### src/rtl/path_walk_if.sv
// Node readback select/return plus the coordinate stream toward the route consumer.
// No storage: wires only, the engine side owns timing.
// out_valid/out_ready is a plain valid-ready pair; readback is fixed one-cycle latency.
interface path_walk_if #(
   parameter int XW = 5,
   parameter int YW = 5
);
   logic [XW-1:0] rd_x;
   logic [YW-1:0] rd_y;
   logic [11:0]   rd_cost;
   logic [2:0]    rd_dir;
   logic          out_valid;
   logic          out_ready;
   logic [XW-1:0] out_x;
   logic [YW-1:0] out_y;
   logic          out_last;

   modport master (
      output rd_x, rd_y,
      input  rd_cost, rd_dir,
      output out_valid, out_x, out_y, out_last,
      input  out_ready
   );

   modport slave (
      input  rd_x, rd_y,
      output rd_cost, rd_dir,
      input  out_valid, out_x, out_y, out_last,
      output out_ready
   );
endinterface

### src/rtl/path_walk.sv
// Walks predecessor directions from a goal node back to the source, streaming coordinates.
// First beat valid 3 cycles after start; 4 cycles per node with out_ready held high.
// EMIT holds the beat until out_ready; optional PATH_WALK_MONO_CHK_EN adds cost-ordering check.
module path_walk #(
   parameter int W  = 32,
   parameter int H  = 32,
   parameter int XW = 5,
   parameter int YW = 5
) (
   input  logic          clk,
   input  logic          rst,
   input  logic          start,
   input  logic [XW-1:0] goal_x,
   input  logic [YW-1:0] goal_y,
   path_walk_if.master   bus,
   output logic          busy,
   output logic          done,
   output logic          err,
   output logic [11:0]   steps
);
   localparam logic [11:0] COST_INF   = 12'hFFF;
   localparam logic [11:0] STEP_LIMIT = 12'(W * H);

   typedef enum logic [2:0] {IDLE, FETCH, EVAL, EMIT, STEP} state_t;

   state_t            state, state_n;
   logic [XW-1:0]     cur_x, rd_hold_x, out_x_q;
   logic [YW-1:0]     cur_y, rd_hold_y, out_y_q;
   logic [2:0]        dir_q;
   logic              last_q;
   logic [11:0]       steps_q;
   logic              done_q, err_q;
   logic signed [XW:0] dx, nx;
   logic signed [YW:0] dy, ny;
   logic              off_grid;
   logic              mono_bad;
   logic              load_goal, take_node, beat_hs, walk_done, walk_err, advance;

`ifdef PATH_WALK_MONO_CHK_EN
   logic [11:0] prev_cost;
   logic        first_node;

   // Track the previously accepted cost; the goal node has nothing to compare against.
   always_ff @(posedge clk) begin
      if (rst) begin
         prev_cost  <= '0;
         first_node <= 1'b1;
      end else if (load_goal) begin
         first_node <= 1'b1;
      end else if (take_node) begin
         prev_cost  <= bus.rd_cost;
         first_node <= 1'b0;
      end
   end

   assign mono_bad = !first_node && (bus.rd_cost >= prev_cost);
`else
   assign mono_bad = 1'b0;
`endif

   // Decode the predecessor direction into signed x/y offsets.
   always_comb begin
      dx = '0;
      dy = '0;
      case (dir_q)
         3'd1, 3'd2, 3'd3: dx = {{XW{1'b0}}, 1'b1};
         3'd5, 3'd6, 3'd7: dx = '1;
         default:          dx = '0;
      endcase
      case (dir_q)
         3'd0, 3'd1, 3'd7: dy = '1;
         3'd3, 3'd4, 3'd5: dy = {{YW{1'b0}}, 1'b1};
         default:          dy = '0;
      endcase
   end

   assign nx = $signed({1'b0, cur_x}) + dx;
   assign ny = $signed({1'b0, cur_y}) + dy;
   // Widen to int so the upper bound test stays meaningful when W or H fill the coordinate width.
   assign off_grid = (int'(nx) < 0) || (int'(nx) >= W) || (int'(ny) < 0) || (int'(ny) >= H);

   // State register.
   always_ff @(posedge clk) begin
      if (rst) state <= IDLE;
      else     state <= state_n;
   end

   // Next-state and per-cycle control strobes.
   always_comb begin
      state_n   = state;
      load_goal = 1'b0;
      take_node = 1'b0;
      beat_hs   = 1'b0;
      walk_done = 1'b0;
      walk_err  = 1'b0;
      advance   = 1'b0;
      case (state)
         IDLE: begin
            if (start) begin
               load_goal = 1'b1;
               state_n   = FETCH;
            end
         end
         FETCH: state_n = EVAL;
         EVAL: begin
            if (bus.rd_cost == COST_INF || mono_bad) begin
               walk_err = 1'b1;
               state_n  = IDLE;
            end else begin
               take_node = 1'b1;
               state_n   = EMIT;
            end
         end
         EMIT: begin
            if (bus.out_ready) begin
               beat_hs = 1'b1;
               if (last_q) begin
                  walk_done = 1'b1;
                  state_n   = IDLE;
               end else begin
                  state_n = STEP;
               end
            end
         end
         STEP: begin
            if (off_grid || steps_q == STEP_LIMIT) begin
               walk_err = 1'b1;
               state_n  = IDLE;
            end else begin
               advance = 1'b1;
               state_n = FETCH;
            end
         end
         default: state_n = IDLE;
      endcase
   end

   // Walk datapath: current node, held readback select, beat fields, counters and pulses.
   always_ff @(posedge clk) begin
      if (rst) begin
         cur_x     <= '0;
         cur_y     <= '0;
         rd_hold_x <= '0;
         rd_hold_y <= '0;
         out_x_q   <= '0;
         out_y_q   <= '0;
         dir_q     <= '0;
         last_q    <= 1'b0;
         steps_q   <= '0;
         done_q    <= 1'b0;
         err_q     <= 1'b0;
      end else begin
         done_q <= walk_done;
         err_q  <= walk_err;
         if (load_goal) begin
            cur_x   <= goal_x;
            cur_y   <= goal_y;
            steps_q <= '0;
         end
         if (advance) begin
            cur_x <= nx[XW-1:0];
            cur_y <= ny[YW-1:0];
         end
         if (state == FETCH) begin
            rd_hold_x <= cur_x;
            rd_hold_y <= cur_y;
         end
         if (take_node) begin
            out_x_q <= cur_x;
            out_y_q <= cur_y;
            last_q  <= (bus.rd_cost == 12'd0);
            dir_q   <= bus.rd_dir;
         end
         if (beat_hs) steps_q <= steps_q + 12'd1;
      end
   end

   assign bus.rd_x      = (state == FETCH) ? cur_x : rd_hold_x;
   assign bus.rd_y      = (state == FETCH) ? cur_y : rd_hold_y;
   assign bus.out_valid = (state == EMIT);
   assign bus.out_x     = out_x_q;
   assign bus.out_y     = out_y_q;
   assign bus.out_last  = (state == EMIT) && last_q;
   assign busy          = (state != IDLE);
   assign done          = done_q;
   assign err           = err_q;
   assign steps         = steps_q;
endmodule
### src/flat_wrapper.sv
// flat-port wrapper written by rule: the top's interface ports become plain ports
module path_walk_flat 
#(
   parameter int W  = 32,
   parameter int H  = 32,
   parameter int XW = 5,
   parameter int YW = 5
)
  (clk, rst, start, goal_x, goal_y, busy, done, err, steps, bus_rd_x, bus_rd_y, bus_rd_cost, bus_rd_dir, bus_out_valid, bus_out_x, bus_out_y, bus_out_last, bus_out_ready);
  path_walk_if #(.XW(XW), .YW(YW)) bus_i ();
  input  logic clk;
  input  logic rst;
  input  logic start;
  input  logic [XW-1:0] goal_x;
  input  logic [YW-1:0] goal_y;
  output logic busy;
  output logic done;
  output logic err;
  output logic [11:0] steps;
  output wire logic [$bits(bus_i.rd_x)-1:0] bus_rd_x;
  output wire logic [$bits(bus_i.rd_y)-1:0] bus_rd_y;
  input wire logic [$bits(bus_i.rd_cost)-1:0] bus_rd_cost;
  input wire logic [$bits(bus_i.rd_dir)-1:0] bus_rd_dir;
  output wire logic [$bits(bus_i.out_valid)-1:0] bus_out_valid;
  output wire logic [$bits(bus_i.out_x)-1:0] bus_out_x;
  output wire logic [$bits(bus_i.out_y)-1:0] bus_out_y;
  output wire logic [$bits(bus_i.out_last)-1:0] bus_out_last;
  input wire logic [$bits(bus_i.out_ready)-1:0] bus_out_ready;
  assign bus_rd_x = bus_i.rd_x;
  assign bus_rd_y = bus_i.rd_y;
  assign bus_i.rd_cost = bus_rd_cost;
  assign bus_i.rd_dir = bus_rd_dir;
  assign bus_out_valid = bus_i.out_valid;
  assign bus_out_x = bus_i.out_x;
  assign bus_out_y = bus_i.out_y;
  assign bus_out_last = bus_i.out_last;
  assign bus_i.out_ready = bus_out_ready;
  path_walk #(.W(W), .H(H), .XW(XW), .YW(YW)) u_core (.clk(clk), .rst(rst), .start(start), .goal_x(goal_x), .goal_y(goal_y), .bus(bus_i), .busy(busy), .done(done), .err(err), .steps(steps));
endmodule
### config.mk
export PLATFORM = sky130hd
export DESIGN_NAME = path_walk_flat
export DESIGN_NICKNAME = d
export VERILOG_FILES = /design/src/rtl/path_walk_if.sv /design/src/rtl/path_walk.sv /design/src/flat_wrapper.sv
export SDC_FILE = /design/constraint.sdc
export NUM_CORES = 1
export LEC_CHECK = 0
export ABC_AREA = 1
export ABC_CLOCK_PERIOD_IN_PS = 2600
export CAP_MARGIN = 30
export CORE_MARGIN = 2
export CORE_UTILIZATION = 35
export CTS_CLUSTER_DIAMETER = 150
export DETAILED_ROUTE_END_ITERATION = 8
export PLACE_DENSITY = 0.59
export SKIP_CTS_REPAIR_TIMING = 1
export SYNTH_ARGS = -nofsm -noshare
export SYNTH_HDL_FRONTEND = slang
export SYNTH_SLANG_ARGS = --single-unit
### constraint.sdc
create_clock -name clk -period 2.6 [get_ports clk]
set_input_delay 0.39 -clock clk [delete_from_list [all_inputs] [get_ports clk]]
set_output_delay 0.39 -clock clk [all_outputs]
set_load 0.05 [all_outputs]
==> impl_metrics.env, run 1 <==
export IMPL_vdd_drop_max_v=0.000325
export IMPL_dr_pass1_iters=4
export IMPL_drt_iter0_markers=89
export IMPL_grt_pass1_vias=2601
export IMPL_synth_edf_count=0
export IMPL_outcome="completed"
export IMPL_grt_start_max_net_pins=33
export IMPL_async_reset_ff_share_pct=0
export IMPL_vias_per_cell=4.93
export IMPL_synth_area_mm2=0.00283
export IMPL_hold_viol=0
export IMPL_crit_path_frequent_cell="inv_1"
export IMPL_leakagePower_nw=1.56
export IMPL_h_tree_depth=2
export IMPL_io_pins=66
export IMPL_syn_avg_cell_area_um2=7.06
export IMPL_drv_slew=0
export IMPL_crit_path_end_kind="output pin"
export IMPL_gp_congestion=0.884
export IMPL_p_sw_share_pct=44.5
export IMPL_hold_path_endpoint="u_core.state[2]$_SDFFE_PP0P_"
export IMPL_fp_dieH_um=93.8
export IMPL_dieArea_mm2=0.00881
export IMPL_min_period_over_period_pct=88.3
export IMPL_yosysWarnings=0
export IMPL_pwr_share_comb_pct=58.3
export IMPL_p_seq_share_pct=27.2
export IMPL_clockBufferDepth=2
export IMPL_yosysSeqAreaShare_pct=36.1
export IMPL_io_buffers=65
export IMPL_cts_sinks=51
export IMPL_crit_slowest_cell="dfxtp_1"
export IMPL_cts_tree="yes"
export IMPL_holdPathStages=1
export IMPL_worstReg2RegStart="u_core.dir_q[1]$_SDFFE_PP0P_"
export IMPL_powerDensity_mw_per_mm2=988
export IMPL_syn2layout_area_growth_pct=33.7
export IMPL_fmax_mhz=436
export IMPL_dr_total_vias=2778
export IMPL_critPathMaxFanout=30
export IMPL_worst_endpoint_arrival_ns=1.91
export IMPL_timing_worst_slew_pin_value_ns=0.531
export IMPL_hp_class="reg2reg"
export IMPL_fin_tns_setup_ns=0
export IMPL_initial_core_util_pct=36.4
export IMPL_timing_clock_skew_ns=0.00838
export IMPL_hold_slack_ns=0.456
export IMPL_synth_seq_cells=51
export IMPL_overflow=0
export IMPL_critPathMaxStageDelay_ns=0.35
export IMPL_maxCapViolCount=0
export IMPL_grt_pass1_wl_mm=11.8
export IMPL_cp_start_kind="flop"
export IMPL_period_needed_ns=2.30
export IMPL_crit_chain="inv_1 -> nor2_1 -> nand2_1 -> inv_1 -> buf_4 -> or2_2 -> inv_1 -> a21oi_1 -> buf_12"
export IMPL_reg2reg_depth=12
export IMPL_clkPwrFrac_pct=14.5
export IMPL_r2r_end="u_core.cur_x[4]$_SDFFE_PP0P_"
export IMPL_row_count=32
export IMPL_route_detailed_drc=0
export IMPL_antenna_found_initial=0
export IMPL_rsz0062_at_grt="false"
export IMPL_slew_headroom_pct=64.5
export IMPL_setup_viol=0
export IMPL_required_ns=2.21
export IMPL_ant_nets=0
export IMPL_ys_flop_type="dfxtp_1"
export IMPL_hpwl_mm=5.38
export IMPL_core_mm2=0.00777
export IMPL_routed_wirelength_mm=7.11
export IMPL_root_buffer="clkbuf_8"
export IMPL_routedWlPerCell_um=12.6
export IMPL_clock_latency_ns=0.30
export IMPL_ys_top_cells_by_area="dfxtp_1 36%, nand2_1 11%, a21oi_1 8.5%"
export IMPL_synth_top_area_share_pct=36.1
export IMPL_r2r_slack_ns=0.35
export IMPL_mostFrequentLayoutCell="nand2_1"
export IMPL_cts_buffers_inserted=5
export IMPL_internal_power_mw=2.07
export IMPL_syn_instance_count=400
export IMPL_switchingPower_mw=1.66
export IMPL_layout_nets=505
export IMPL_path_class="reg2out"
export IMPL_grt_usage_pct=16.5
export IMPL_synthDistinctLibCells=35
export IMPL_drive_above_1_share_pct=10.2
export IMPL_hold_start="u_core.last_q$_SDFFE_PP0P_"
export IMPL_final_cell_mix="82 x nand2_1, 55 x clkdlybuf4s50_1, 53 x inv_1, 51 x dfxtp_1, 48 x a21oi_1"
export IMPL_clkSlewWorstSetupHoldPaths_ns=0.09
export IMPL_syn_nets=443
export IMPL_diodes=0
export IMPL_die_x_um=93.8
export IMPL_synth_top_area_cell="dfxtp_1"
-- cell usage after synthesis, types with 2 or more instances --
| library cell | count |
|---|---|
| a211oi_1 | 12 |
| a21oi_1 | 48 |
| a221oi_1 | 2 |
| buf_2 | 7 |
| buf_4 | 2 |
| clkbuf_1 | 7 |
| clkinv_1 | 2 |
| dfxtp_1 | 51 |
| fa_1 | 2 |
| ha_1 | 12 |
| inv_1 | 53 |
| inv_2 | 7 |
| nand2_1 | 82 |
| nand3_1 | 24 |
| nand4_1 | 14 |
| nor2_1 | 16 |
| nor2_2 | 2 |
| nor3_1 | 6 |
| nor4_1 | 3 |
| o21ai_0 | 19 |
| o31ai_1 | 2 |
| or2_2 | 10 |
| xnor2_1 | 4 |
| xor2_1 | 2 |
-- worst max path at each step --
| stage | from | endpoint | slack [ns] |
|---|---|---|---|
| 5_1_grt | u_core.dir_q[1]$_SDFFE_PP0P_ | u_core.cur_y[0]$_SDFFE_PP0P_ | 0.09 |
| 4_1_cts | u_core.dir_q[2]$_SDFFE_PP0P_ | u_core.cur_x[4]$_SDFFE_PP0P_ | 0.24 |
| 3_3_place_gp | u_core.dir_q[2]$_SDFFE_PP0P_ | u_core.cur_x[4]$_SDFFE_PP0P_ | 0.31 |
| 6_report | u_core.state[0]$_SDFFE_PP0P_ | bus_rd_y[0] | 0.30 |
| 2_1_floorplan | u_core.state[0]$_SDFFE_PP0P_ | bus_rd_x[1] | 0.50 |
| 3_5_place_dp | u_core.dir_q[1]$_SDFFE_PP0P_ | u_core.cur_x[4]$_SDFFE_PP0P_ | 0.27 |
-- cell type report --
| type | count | area [um2] |
|---|---|---|
| Tap cell | 102 | 128 |
| Clock inverter | 1 | 30.0 |
| Inverter | 62 | 233 |
| Clock buffer | 6 | 72.6 |
| Timing Repair Buffer | 72 | 803 |
| Sequential cell | 51 | 1020 |
| Fill cell | 806 | 3990 |
| Multi-Input combinational cell | 270 | 1490 |
-- worst max-delay path: cells and delay by family (launching register included) --
| family | cells | cell delay (ns) |
|---|---|---|
| AO/OA/AOI/OAI | 1 | 0.30 |
| buffers and inverters | 5 | 0.63 |
| flip-flops | 1 | 0.35 |
| AND/OR/NAND/NOR | 3 | 0.33 |
-- sequential cells by signal (all words and copies together), names as in the netlist --
signal,flops
u_core.dir_q,3
u_core.rd_hold_x,5
u_core.state,3
u_core.done,1
u_core.cur_y,5
u_core.rd_hold_y,5
u_core.cur_x,5
u_core.steps,12
u_core.err,1
u_core.bus.out_x,5
u_core.last_q,1
u_core.bus.out_y,5
-- logic make-up (layout without fill, tap and decap cells) --
kind of cell             after synthesis  in the layout  share of synthesized area [%]
XOR/XNOR                               6              6                           1.86
buffers and inverters                 79            141                           11.3
AND/OR/NAND/NOR                      161            161                           26.0
adder cells (fa/ha/maj)               14             14                           6.73
AO/OA/AOI/OAI                         89             89                           18.0
flip-flops                            51             51                           36.1
-- per-stage QoR --
stage / util, % / std cells / power [mW] / instance area [um2] / setup WS (ns)
floorplan: - / 400 / 2.40 / 2830 / 0.499
global placement: 47.2 / 557 / 3.18 / 3670 / 0.310
detailed placement: 47.2 / 557 / 3.21 / 3670 / 0.269
CTS: 48.6 / 564 / 3.76 / 3770 / 0.237
global route: 48.6 / 564 / 3.99 / 3780 / 0.0950
finish: 48.6 / 564 / 3.73 / 3780 / 0.305
-- power groups by stage --
| stage | Sequential [mW] | Clock, mW | Combinational (mW) |
|---|---|---|---|
| 2_1_floorplan | 1.16 | 0 | 1.24 |
| 3_3_place_gp | 1.03 | 0 | 2.15 |
| 3_5_place_dp | 1.03 | 0 | 2.17 |
| 4_1_cts | 1.02 | 0.558 | 2.18 |
| 5_1_grt | 1.03 | 0.586 | 2.37 |
| 6_report | 1.02 | 0.542 | 2.18 |
-- layer usage --
layer / global-route usage, % / vias up / wire length, um
met5: 0 / - / 0
met4: 4.35 / 0 / 44
met3: 3.13 / 4 / 280
met2: 28.9 / 60 / 3440
met1: 20.8 / 1267 / 3340
li1: - / 1447 / -
(Power assumes the default switching activity.)
==> run 2: changes to the inputs <==
- CORE_ASPECT_RATIO: not set -> 2
- CTS_CLUSTER_DIAMETER: 150 -> 40
- GPL_TIMING_DRIVEN: not set -> 0
==> impl_metrics.env, run 2 (synthesis gave the netlist of run 1 again) <==
export IMPL_worst_endpoint_arrival_ns=2.50
export IMPL_fin_tns_setup_ns=0
export IMPL_gp_congestion=0.825
export IMPL_grt_pass1_vias=2670
export IMPL_leakagePower_nw=1.60
export IMPL_clkSlewWorstSetupHoldPaths_ns=0.07
export IMPL_largest_reg_flops=12
export IMPL_initial_core_util_pct=35.8
export IMPL_hpwl_mm=6.74
export IMPL_timing_worst_slew_pin_value_ns=0.622
export IMPL_pre_cts_slack_ns=0.0360
export IMPL_crit_path_end_kind="flop"
export IMPL_cts_sinks=51
export IMPL_hold_viol=0
export IMPL_cp_start_kind="flop"
export IMPL_slew_headroom_pct=58.5
export IMPL_dieArea_mm2=0.00885
export IMPL_powerDensity_mw_per_mm2=958
export IMPL_hp_class="in2reg"
export IMPL_diodes=0
export IMPL_path_class="reg2reg"
export IMPL_routed_wirelength_mm=8.36
export IMPL_fp_dieH_um=131
export IMPL_outcome="completed"
export IMPL_fin_cells=566
export IMPL_routedWlPerCell_um=14.8
export IMPL_io_pins=66
export IMPL_grt_start_max_net_pins=15
export IMPL_critPathMaxFanout=10
export IMPL_clock_latency_ns=0.29
export IMPL_fmax_mhz=438
export IMPL_row_count=46
export IMPL_mostFrequentLayoutCell="nand2_1"
export IMPL_h_tree_depth=2
export IMPL_core_mm2=0.00789
export IMPL_clockBufferDepth=2
export IMPL_cts_tree="yes"
export IMPL_antenna_found_initial=0
export IMPL_drive_above_1_share_pct=10.0
export IMPL_dr_pass1_iters=4
export IMPL_maxCapViolCount=0
export IMPL_io_buffers=64
export IMPL_cts_buffers_inserted=5
export IMPL_vias_per_cell=5.03
export IMPL_overflow=0
export IMPL_layout_nets=513
export IMPL_rsz0062_at_grt="false"
export IMPL_timing_clock_skew_ns=0.00820
export IMPL_final_cell_mix="82 x nand2_1, 54 x clkdlybuf4s50_1, 53 x inv_1, 51 x dfxtp_1, 48 x a21oi_1"
export IMPL_fin_util_pct=47.0
export IMPL_grt_usage_pct=19.5
export IMPL_vdd_drop_max_v=0.000487
export IMPL_drt_iter0_markers=117
export IMPL_die_x_um=67.5
export IMPL_ant_nets=0
export IMPL_dr_total_vias=2847
export IMPL_fin_ws_ns=0.315
export IMPL_finalPower_mw=3.55
export IMPL_syn2layout_area_growth_pct=31.2
export IMPL_grt_pass1_wl_mm=12.8
export IMPL_placedCellCount=560
export IMPL_period_needed_ns=2.28
export IMPL_root_buffer="clkbuf_16"
export IMPL_drv_slew=0
export IMPL_setup_viol=0
export IMPL_route_detailed_drc=0
export IMPL_required_ns=2.82
export IMPL_min_period_over_period_pct=87.9
## run 2: cell count changes in the layout (fill, tap and decap cells not counted), moves of 4 or more
cell	before	now
clkbuf_2	0	6
buf_12	10	0
clkbuf_1	1	6
clkbuf_8	5	1
clkbuf_16	0	5
dlymetal6s2s_1	0	4
buf_2	0	7
buf_4	7	2
## run 2: worst max-delay path, cell delays in order, from the launching register on
cell,delay (ns)
dfxtp_1,0.40
inv_2,0.06
nand2_2,0.08
nand2_1,0.07
inv_1,0.19
ha_1,0.31
a21oi_1,0.24
nand4_1,0.12
nand2_1,0.12
nand3_2,0.14
buf_6,0.18
nand2_1,0.10
nand2_1,0.07
a21oi_1,0.12
## run 2: per-layer routing
layer	routed length (um)	vias to the layer above	track usage, %
met5	0	-	0
met4	103	0	5.64
met3	301	7	3.67
met2	4960	51	39.3
met1	2990	1327	18.9
li1	-	1462	-
## run 2: cell type report
class | instances | area (um2)
Buffer | 16 | 83.8
Clock buffer | 6 | 139
Clock inverter | 1 | 5.00
Fill cell | 802 | 4180
Inverter | 62 | 233
Multi-Input combinational cell | 270 | 1480
Sequential cell | 51 | 1020
Tap cell | 96 | 120
Timing Repair Buffer | 64 | 621
## run 2: per-stage QoR
stage          instance area (um2)  hold slack, ns
2_1_floorplan                 2830           0.422
3_3_place_gp                  3590           0.436
3_5_place_dp                  3590           0.440
4_1_cts                       3730           0.425
5_1_grt                       3710           0.467
6_report                      3710           0.430
## run 2: power breakdown
part	internal (mW)	total (mW)	switching [mW]
clock network	0.376	0.658	0.282
registers	0.931	1.02	0.0851
logic	0.600	1.88	1.28
total	1.91	3.55	1.64
## run 2: final timing paths
| kind | from | slack (ns) | depth (start not counted) | end |
|---|---|---|---|---|
| min | rst | 0.43 | 2 | u_core.rd_hold_x[0]$_SDFF_PP0_ |
| max | u_core.dir_q[1]$_SDFFE_PP0P_ | 0.32 | 13 | u_core.cur_x[1]$_SDFFE_PP0P_ |
| min reg2reg | u_core.last_q$_SDFFE_PP0P_ | 0.45 | 1 | u_core.state[2]$_SDFFE_PP0P_ |
| max reg2reg | u_core.dir_q[1]$_SDFFE_PP0P_ | 0.32 | 13 | u_core.cur_x[1]$_SDFFE_PP0P_ |
==> run 3: changes to the inputs <==
- GPL_TIMING_DRIVEN: 0 -> not set
- PLACE_DENSITY: 0.59 -> not set
==> impl_metrics.env, run 3 (synthesis gave the netlist of run 1 again) <==
export IMPL_largest_reg_flops=12
export IMPL_row_count=46
export IMPL_powerDensity_mw_per_mm2=1010
export IMPL_layout_nets=506
export IMPL_drive_above_1_share_pct=10.8
export IMPL_ant_nets=0
export IMPL_period_needed_ns=2.31
export IMPL_vias_per_cell=4.99
export IMPL_die_x_um=67.5
export IMPL_timing_worst_slew_pin_value_ns=0.578
export IMPL_core_mm2=0.00789
export IMPL_cts_sinks=51
export IMPL_io_pins=66
export IMPL_fp_dieH_um=131
export IMPL_root_buffer="clkbuf_16"
export IMPL_fin_tns_setup_ns=0
export IMPL_clock_latency_ns=0.30
export IMPL_grt_start_max_net_pins=33
export IMPL_rsz0062_at_grt="false"
export IMPL_required_ns=2.82
export IMPL_crit_chain="inv_2 -> nand2_2 -> nand2_1 -> inv_1 -> ha_1 -> a21oi_1 -> nand4_1 -> nand2_1 -> nand3_2 -> nand2_1 -> nand2_1 -> a21oi_1"
export IMPL_cp_start_kind="flop"
export IMPL_worstReg2RegStart="u_core.dir_q[1]$_SDFFE_PP0P_"
export IMPL_clockBufferDepth=2
export IMPL_slew_headroom_pct=61.4
export IMPL_drt_iter0_markers=105
export IMPL_routedWlPerCell_um=14.1
export IMPL_diodes=0
export IMPL_finalPower_mw=3.85
export IMPL_cts_tree="yes"
export IMPL_critPathMaxFanout=21
export IMPL_min_period_over_period_pct=88.9
export IMPL_fin_ws_ns=0.289
export IMPL_cts_buffers_inserted=5
export IMPL_grt_pass1_vias=2764
export IMPL_io_buffers=65
export IMPL_fillers=823
export IMPL_drv_slew=0
export IMPL_reg2reg_depth=12
export IMPL_grt_usage_pct=19.4
export IMPL_crit_slowest_cell="dfxtp_1"
export IMPL_hold_viol=0
export IMPL_initial_core_util_pct=35.8
export IMPL_path_class="reg2reg"
export IMPL_hpwl_mm=6.12
export IMPL_worst_endpoint_arrival_ns=2.53
export IMPL_cp_startpoint="u_core.dir_q[1]$_SDFFE_PP0P_"
export IMPL_seqCellArea_mm2=0.00102
export IMPL_overflow=0
export IMPL_crit_family="simple AND/OR/NAND/NOR gates"
export IMPL_r2r_end="u_core.cur_y[1]$_SDFFE_PP0P_"
export IMPL_timing_clock_skew_ns=0.00599
export IMPL_r2r_slack_ns=0.29
export IMPL_crit_path_end_kind="flop"
export IMPL_dieArea_mm2=0.00885
export IMPL_dr_pass1_iters=4
export IMPL_clkSlewWorstSetupHoldPaths_ns=0.07
export IMPL_placedCellCount=552
export IMPL_mostFrequentLayoutCell="nand2_1"
export IMPL_critPathMaxStageDelay_ns=0.41
export IMPL_setup_viol=0
export IMPL_vdd_drop_max_v=0.000527
export IMPL_crit_path_frequent_cell="nand2_1"
export IMPL_grt_pass1_wl_mm=12.9
export IMPL_h_tree_depth=2
export IMPL_final_cell_mix="82 x nand2_1, 55 x clkdlybuf4s50_1, 53 x inv_1, 51 x dfxtp_1, 48 x a21oi_1"
export IMPL_pre_cts_slack_ns=0.310
export IMPL_fmax_mhz=433
export IMPL_hp_class="reg2reg"
export IMPL_multiInputGateArea_mm2=0.00148
export IMPL_antenna_found_initial=0
export IMPL_outcome="completed"
export IMPL_fin_cells=560
export IMPL_route_detailed_drc=0
export IMPL_routed_wirelength_mm=7.90
export IMPL_crit_path_end="u_core.cur_y[1]$_SDFFE_PP0P_"
export IMPL_crit_buf_inv=2
export IMPL_crit_cells=12
export IMPL_maxCapViolCount=0
export IMPL_gp_congestion=0.827
export IMPL_leakagePower_nw=1.59
export IMPL_dr_total_vias=2795
export IMPL_syn2layout_area_growth_pct=34.9
run 3: report_power, final:
group / switching [mW] / internal [mW]
Combinational: 1.31 / 0.864
Sequential: 0.0792 / 0.931
Clock: 0.305 / 0.357
run 3: worst min path at each step:
stage / slack [ns] / start / depth (start not counted) / endpoint
floorplan: 0.42 / u_core.last_q$_SDFFE_PP0P_ / 1 / u_core.state[2]$_SDFFE_PP0P_
global placement: 0.44 / u_core.last_q$_SDFFE_PP0P_ / 1 / u_core.state[2]$_SDFFE_PP0P_
detailed placement: 0.45 / u_core.last_q$_SDFFE_PP0P_ / 1 / u_core.state[2]$_SDFFE_PP0P_
CTS: 0.46 / u_core.last_q$_SDFFE_PP0P_ / 1 / u_core.state[2]$_SDFFE_PP0P_
global route: 0.49 / u_core.last_q$_SDFFE_PP0P_ / 1 / u_core.state[2]$_SDFFE_PP0P_
finish: 0.46 / u_core.last_q$_SDFFE_PP0P_ / 1 / u_core.state[2]$_SDFFE_PP0P_
run 3: area by class of cell:
class | count | area share, %
flip-flops and latches | 51 | 26.8
multi-input cells | 270 | 38.9
inverters | 62 | 6.10
clock buffers | 5 | 3.28
well taps | 96 | 3.15
repair buffers | 73 | 21.3
clock inverters | 3 | 0.492
run 3: layer usage:
metal / vias to the layer above / part of all wire [%] / track usage [%]
li1: 1455 / - / -
met3: 20 / 3.0 / 3.67
met1: 1267 / 37 / 18.9
met5: - / 0 / 0
met4: 0 / 3.1 / 8.28
met2: 53 / 57 / 37.7
run 3: worst register-to-register path: stages (launching register included):
cell	delay [ns]
dfxtp_1	0.41
inv_2	0.06
nand2_2	0.07
nand2_1	0.06
inv_1	0.18
ha_1	0.31
a21oi_1	0.22
nand4_1	0.12
nand2_1	0.11
nand3_2	0.35
nand2_1	0.18
nand2_1	0.06
a21oi_1	0.12
run 3: stage by stage:
step	cell area [um2]	util [%]	hold WS, ns
floorplan	2830	-	0.422
global placement	3670	46.5	0.441
detailed placement	3670	46.5	0.447
CTS	3810	48.3	0.457
global route	3810	48.3	0.491
finish	3810	48.3	0.458
